[src/rtl/bon_pkg.sv]
// Shared constants for the BON pattern-ROM arbiter slice.
// Requester indices double as the encoding of the round-robin priority bit.
package bon_pkg;
    localparam int BON_DW = 10;
    localparam int BON_AW = 10;
    localparam int BON_CW = 16;

    localparam logic REQ0 = 1'b0;
    localparam logic REQ1 = 1'b1;
endpackage

[src/rtl/bon_rr_arb2.sv]
// Two-way round-robin arbiter: combinational grants plus the priority flop.
// The priority bit names the requester that wins the next contended cycle.
module bon_rr_arb2
    import bon_pkg::*;
(
    input  logic clk,
    input  logic rst,
    input  logic req0,
    input  logic req1,
    output logic gnt0,
    output logic gnt1
);

    logic prio_reg;
    logic prio_next;

    always_comb begin
        gnt0      = 1'b0;
        gnt1      = 1'b0;
        prio_next = prio_reg;
        // A low reset also blanks the grants so no ROM access leaks out.
        if (rst) begin
            if (req0 && (!req1 || prio_reg == REQ0)) begin
                gnt0 = 1'b1;
            end else if (req1) begin
                gnt1 = 1'b1;
            end
        end
        if (gnt0) begin
            prio_next = REQ1;
        end else if (gnt1) begin
            prio_next = REQ0;
        end
    end

    always_ff @(posedge clk or negedge rst) begin
        if (!rst) begin
            prio_reg <= REQ0;
        end else begin
            prio_reg <= prio_next;
        end
    end

endmodule

[src/rtl/bon_rom_arb.sv]
// Shares one combinational-read pattern ROM between two scan engines, returning
// the word one cycle after the grant, with saturating per-requester grant counters.
module bon_rom_arb
    import bon_pkg::*;
#(
    parameter int DW = BON_DW,
    parameter int AW = BON_AW,
    parameter int CW = BON_CW
) (
    input  logic          clk,
    input  logic          rst,
    input  logic          req0,
    input  logic [AW-1:0] addr0,
    input  logic          req1,
    input  logic [AW-1:0] addr1,
    output logic          gnt0,
    output logic          gnt1,
    output logic          mem_en,
    output logic [AW-1:0] mem_addr,
    input  logic [DW-1:0] mem_data,
    output logic          rvalid0,
    output logic          rvalid1,
    output logic [DW-1:0] rdata,
    input  logic          clr,
    output logic [CW-1:0] cnt0,
    output logic [CW-1:0] cnt1
);

    logic [1:0]    gnt_vec;
    logic [1:0]    rvalid_reg;
    logic [DW-1:0] rdata_reg;
    logic [CW-1:0] cnt_reg [2];

    bon_rr_arb2 u_arb (
        .clk  (clk),
        .rst  (rst),
        .req0 (req0),
        .req1 (req1),
        .gnt0 (gnt0),
        .gnt1 (gnt1)
    );

    assign gnt_vec = {gnt1, gnt0};
    assign mem_en  = gnt0 | gnt1;

    always_comb begin
        mem_addr = '0;
        if (gnt0) begin
            mem_addr = addr0;
        end else if (gnt1) begin
            mem_addr = addr1;
        end
    end

    // rdata keeps its last value across idle cycles; only rvalid drops.
    always_ff @(posedge clk or negedge rst) begin
        if (!rst) begin
            rvalid_reg <= 2'b00;
            rdata_reg  <= '0;
        end else begin
            rvalid_reg <= gnt_vec;
            if (mem_en) begin
                rdata_reg <= mem_data;
            end
        end
    end

    generate
        for (genvar gi = 0; gi < 2; gi++) begin : g_cnt
            always_ff @(posedge clk or negedge rst) begin
                if (!rst) begin
                    cnt_reg[gi] <= '0;
                end else if (clr) begin
                    cnt_reg[gi] <= '0;
                end else if (gnt_vec[gi] && cnt_reg[gi] != {CW{1'b1}}) begin
                    cnt_reg[gi] <= cnt_reg[gi] + 1'b1;
                end
            end
        end
    endgenerate

    assign rvalid0 = rvalid_reg[0];
    assign rvalid1 = rvalid_reg[1];
    assign rdata   = rdata_reg;
    assign cnt0    = cnt_reg[0];
    assign cnt1    = cnt_reg[1];

endmodule
[config.mk]
export PLATFORM = sky130hd
export DESIGN_NAME = bon_rom_arb
export DESIGN_NICKNAME = d
export VERILOG_FILES = /design/src/rtl/bon_pkg.sv /design/src/rtl/bon_rr_arb2.sv /design/src/rtl/bon_rom_arb.sv
export SDC_FILE = /design/constraint.sdc
export NUM_CORES = 1
export LEC_CHECK = 0
export CELL_PAD_IN_SITES_DETAIL_PLACEMENT = 0
export CELL_PAD_IN_SITES_GLOBAL_PLACEMENT = 1
export CORE_MARGIN = 8
export CORE_UTILIZATION = 28
export DETAILED_ROUTE_END_ITERATION = 8
export PLACE_DENSITY = 0.78
export SYNTH_ARGS = -nofsm -noshare
export SYNTH_HDL_FRONTEND = slang
export SYNTH_SLANG_ARGS = --single-unit
[constraint.sdc]
create_clock -name clk -period 6.35 [get_ports clk]
set_input_delay 1.5875 -clock clk [delete_from_list [all_inputs] [get_ports clk]]
set_output_delay 1.5875 -clock clk [all_outputs]
set_load 0.1 [all_outputs]
# [Yosys cells after proc, flatten, opt, wreduce, memory -nomap -nowiden]
# Index checks and enable logic that the tools add are counted.
[op_classes] muxes=13 n_addsub=2 n_bitwise=2 n_reduce_logical=8 n_eq_ne=2
[ops] operator="16-bit two-way mux" count=4
[ops] operator="16-bit by 1-bit adder with 16-bit output, second input constant" count=2
[ops] operator="16-bit != test, second input constant" count=2
[ops] operator="10-bit two-way mux" count=2
[ops] operator="1-bit two-way mux" count=7
[ops] operator="2-bit nonzero test" count=3
[ops] operator="1-bit logical AND" count=3
[ops] operator="1-bit logical NOT" count=1
[ops] operator="1-bit logical OR" count=1
[ops] operator="1-bit inverter" count=1
[ops] operator="1-bit bitwise OR" count=1
[word_totals] elab_cells=32 output_inout_bits=57 input_bits=35 regBits=45

# [Longest topological paths before layout]
[depth] depth_word=8 depth_mapped=6

# [By module]
# Synthesis repeated with hierarchy kept, for this count alone.
[hier_totals] cells_unflattened=257 area_unflattened_um2=2532.4
[modules_own_cells] mod="bon_rom_arb" area_per_inst_um2=2471.1 seq_area_each_um2=1101.1 cells_per_inst=249 n_inst=1
[modules_own_cells] mod="bon_rr_arb2" area_per_inst_um2=61.3 seq_area_each_um2=25.0 cells_per_inst=8 n_inst=1

# [Least setup slack after synthesis]
# OpenSTA, ideal clock, no wires.
[synth_timing] kind="input port to output port" startpoint="input port req0" endpoint="output port mem_addr[0]" cell_stages=6 path_buffers=2 slack_ns=0.557 arrival_time_ns=4.206 cell_sequence="or2b_2 > nand3_1 > clkbuf_1 > inv_1 > clkbuf_1 > a22o_1"
[synth_via] elab_chain_cells=5 word_cells_on_any_way=7
[synth_lines] item="start, declared" line="bon_rom_arb.sv:12" source="input logic req0,"
[synth_lines] item="1-bit logical AND" line="bon_rr_arb2.sv:23" source="if (req0 && (!req1 || prio_reg == REQ0)) begin"
[synth_lines] item="1-bit two-way mux" line="bon_rr_arb2.sv:23"
[synth_lines] item="1-bit two-way mux" line="bon_rr_arb2.sv:22" source="if (rst) begin"
[synth_lines] item="via gnt1" line="bon_rom_arb.sv:17" source="output logic gnt1,"
[synth_lines] item="10-bit two-way mux" line="bon_rom_arb.sv:50" source="end else if (gnt1) begin"
[synth_lines] item="10-bit two-way mux" line="bon_rom_arb.sv:48" source="if (gnt0) begin"
[synth_lines] item="end, declared" line="bon_rom_arb.sv:19" source="output logic [AW-1:0] mem_addr,"
# The timed path passes the listed nets, and every way through them passes these cells.

# [Worst setup path in the final report]
[layout_timing] startpoint="input port req0" endpoint="output port mem_addr[3]"
[layout_via] elab_chain_cells=5 word_cells_on_any_way=7
[layout_lines] item="1-bit logical AND *" line="bon_rr_arb2.sv:23"
[layout_lines] item="1-bit two-way mux" line="bon_rr_arb2.sv:23"
[layout_lines] item="1-bit two-way mux" line="bon_rr_arb2.sv:22"
[layout_lines] item="10-bit two-way mux" line="bon_rom_arb.sv:50"
[layout_lines] item="10-bit two-way mux *" line="bon_rom_arb.sv:48"
# Mark *: on every way between the ends. The rest lies on a longest branch, timed or not.

==> qor.yml <==
status: "finished, final reports clean"
dp.final_hpwl_mm: 5.321
layout.nets: 376
instances_no_fill: 448
cts.sinks: 45
worst_setup_path_end_kind: "output port"
dieArea_sq_um: 12040
ys_ff_latch: 45
cts_made_buffers: 5
fin_crit_ns: 5.293
postCtsSetupBuffers: 0
clock_latency_ns: 0.31
hold_path_class: "flip-flop to flip-flop"
die_y_microns: 109.7
synthCells: 250
totalWireLength_mm: 7.208
grt_pass1_wl_mm: 11.00
setup_viol: 0
port_buffers: 91
area_growth_pct: 43.95
cts_tree: "done"
r2r_start: "cnt0[13]$_DFFE_PN0P_"
vias: 2284
drcViolationCount: 0
initial_utilization_pct: 28.48
wl_per_cell_microns: 16.09
max-slew-margin-rel_pct: 32.72
cp_max_fo: 17
max_stage_delay_ns: 0.48
period_share_pct: 83.35
syn_area_per_cell_sq_um: 9.839
grt_max_degree: 48
ctsResizeCount: 0
drt_pre_antenna_iters: 4
drt_iter0_markers: 87
grt_pass1_vias: 2165
gp_congestion: 0.7765
clk_path_buf_depth: 2
leakage_nw: 1.377
die_w_microns: 109.7
design_area_sq_um: 3541
path_cells: "clkdlybuf4s50_1 -> or2b_2 -> nand3_1 -> inv_1 -> a22o_1 -> buf_4"
h-tree-depth: 2
fin_worst_skew_ns: 0.01201
yosysUniqueCellTypes: 36
final.setup.tns_ns: 0
slew_violations: 0
hold_start: "rdata[1]$_DFFE_PN0P_"
clk_pin_slew_ns: 0.09
ir_drop_v: 0.00006703
coreArea_sq_um: 8636
min_path_cells: 1
required_ns: 4.76
cp_slowest_cell: "clkdlybuf4s50_1"
reg2reg_depth: 4
r2r_end: "cnt0[0]$_DFFE_PN0P_"
cp.arrival_ns: 3.71
rows: 34
yosysSeqAreaShare_pct: 45.78
worst_slew_pin_slew_ns: 1.006
fmax_mhz: 188.9
cts_root_buffer: "clkbuf_8"
min_to: "rdata[1]$_DFFE_PN0P_"
placed_cells: 440
antenna_found_initial: 0
path_class: "primary input to output port"
hold_viol: 0
p_per_area_nw_per_um2: 204.3
drive_gt1_share_pct: 15.59
max_cap_viol_count: 0
grt.total_usage_pct: 11.55
placed_area_sq_um: 3445
cts_hold_buf: 0
synthesis.area_sq_um: 2460
io_pins: 92
ant_nets: 0
diodes: 0
vias_per_cell: 5.098
overflow: 0
cp-start-kind: "primary input"
synthesis.nets: 287
yosys_warnings: 0
rsz0062_at_grt: "false"
r2r_slack_ns: 4.22
==> area by class of cell <==
type | count | area, sq um
fillers | 849 | 5095
inverters | 7 | 26.28
clock inverters | 2 | 13.76
repair buffers | 94 | 895.9
well taps | 108 | 135.1
flip-flops and latches | 45 | 1126
multi-input cells | 186 | 1261
clock buffers | 6 | 82.58
==> where the power goes <==
part / total [mW] / internal [mW] / switching (mW)
Clock: 0.191 / 0.0884 / 0.103
Combinational: 0.227 / 0.0615 / 0.165
Sequential: 0.305 / 0.298 / 0.00700
Total: 0.723 / 0.448 / 0.275
==> worst max-delay path by stage <==
stage          cells after the start           to  startpoint
5_1_grt                            6  mem_addr[4]        req0
2_1_floorplan                      6  mem_addr[0]        req0
4_1_cts                            6  mem_addr[0]        req0
6_report                           6  mem_addr[3]        req0
3_3_place_gp                       6  mem_addr[7]        req0
3_5_place_dp                       6  mem_addr[0]        req0
==> synth_stat cells <==
cell type | number | area [sq um]
o211ai_1 | 1 | 7.510
dfrtp_1 | 45 | 1126
o31a_1 | 2 | 17.52
mux2_2 | 23 | 259.0
o21a_1 | 1 | 7.510
o31ai_1 | 8 | 60.06
nor3b_1 | 1 | 7.510
nor2_1 | 15 | 56.30
or4b_1 | 1 | 10.01
nor4_1 | 15 | 93.84
nor3_1 | 5 | 25.02
or4_1 | 7 | 52.55
o21ai_0 | 5 | 25.02
o311ai_0 | 2 | 17.52
buf_2 | 1 | 5.000
a21oi_1 | 13 | 65.06
nor2b_1 | 14 | 87.58
nand3_1 | 13 | 65.06
and4_1 | 2 | 17.52
mux2i_1 | 2 | 20.02
or2b_2 | 1 | 8.760
nand2_1 | 18 | 67.56
or4_2 | 1 | 8.760
and2_1 | 3 | 18.77
nand4_2 | 1 | 12.51
inv_1 | 7 | 26.28
or3_1 | 4 | 25.02
a21o_1 | 1 | 7.510
nand4_1 | 8 | 50.05
ha_1 | 2 | 25.02
a211oi_1 | 1 | 7.510
a2111oi_0 | 2 | 17.52
or2_2 | 2 | 12.51
a22o_1 | 10 | 87.58
clkbuf_1 | 11 | 41.29
o41ai_1 | 2 | 17.52
==> stage by stage <==
step                worst slack, ns  hold slack [ns]  power, mW  utilization (%)
floorplan                    0.5566           0.4661     0.4699                -
global placement              1.154           0.4832     0.5377            39.89
detailed placement            1.058           0.4886     0.5397            39.89
CTS                           1.065           0.5109     0.7348            41.00
global route                 0.9060           0.5355     0.7520            41.00
finish                        1.057           0.5133     0.7234            41.00
==> worst max-delay path, delay by kind of cell <==
kind	cells	cell delay [ns]
compound gates	1	0.32
buf+inv	3	1.07
simple gates	2	0.72
==> per-layer routing <==
layer	part of all wire (%)	global-route usage, %
met4	1.2	4.050
met1	43	13.95
met5	0	0
met2	51	19.51
met3	5.2	2.872
==> cells in the final DEF, fill, tap and decap left out, types with 2 or more instances in the layout <==
cell	Yosys	final
o31ai_1	8	8
inv_1	7	7
clkdlybuf4s50_1	0	77
ha_1	2	2
nand4_1	8	8
or3_1	4	4
a21oi_1	13	13
nor4_1	15	15
o41ai_1	2	2
a22o_1	10	10
dfrtp_1	45	45
buf_4	0	16
nor2_1	15	15
o21ai_0	5	5
or4_1	7	7
and4_1	2	2
nor3_1	5	5
or2_2	2	2
clkbuf_8	0	6
a2111oi_0	2	2
and2_1	3	3
o311ai_0	2	2
mux2_2	23	23
o31a_1	2	2
nand3_1	13	13
mux2i_1	2	2
nor2b_1	14	14
nand2_1	18	18
==> cell families after synthesis <==
family          after synthesis  share of synthesized area [%]
flops                        45                          45.78
fa+ha+maj                     2                          1.017
buf+inv                      19                          2.950
compound gates               48                          13.73
simple gates                111                          25.18
mux                          25                          11.34
(Power assumes the default switching activity.)
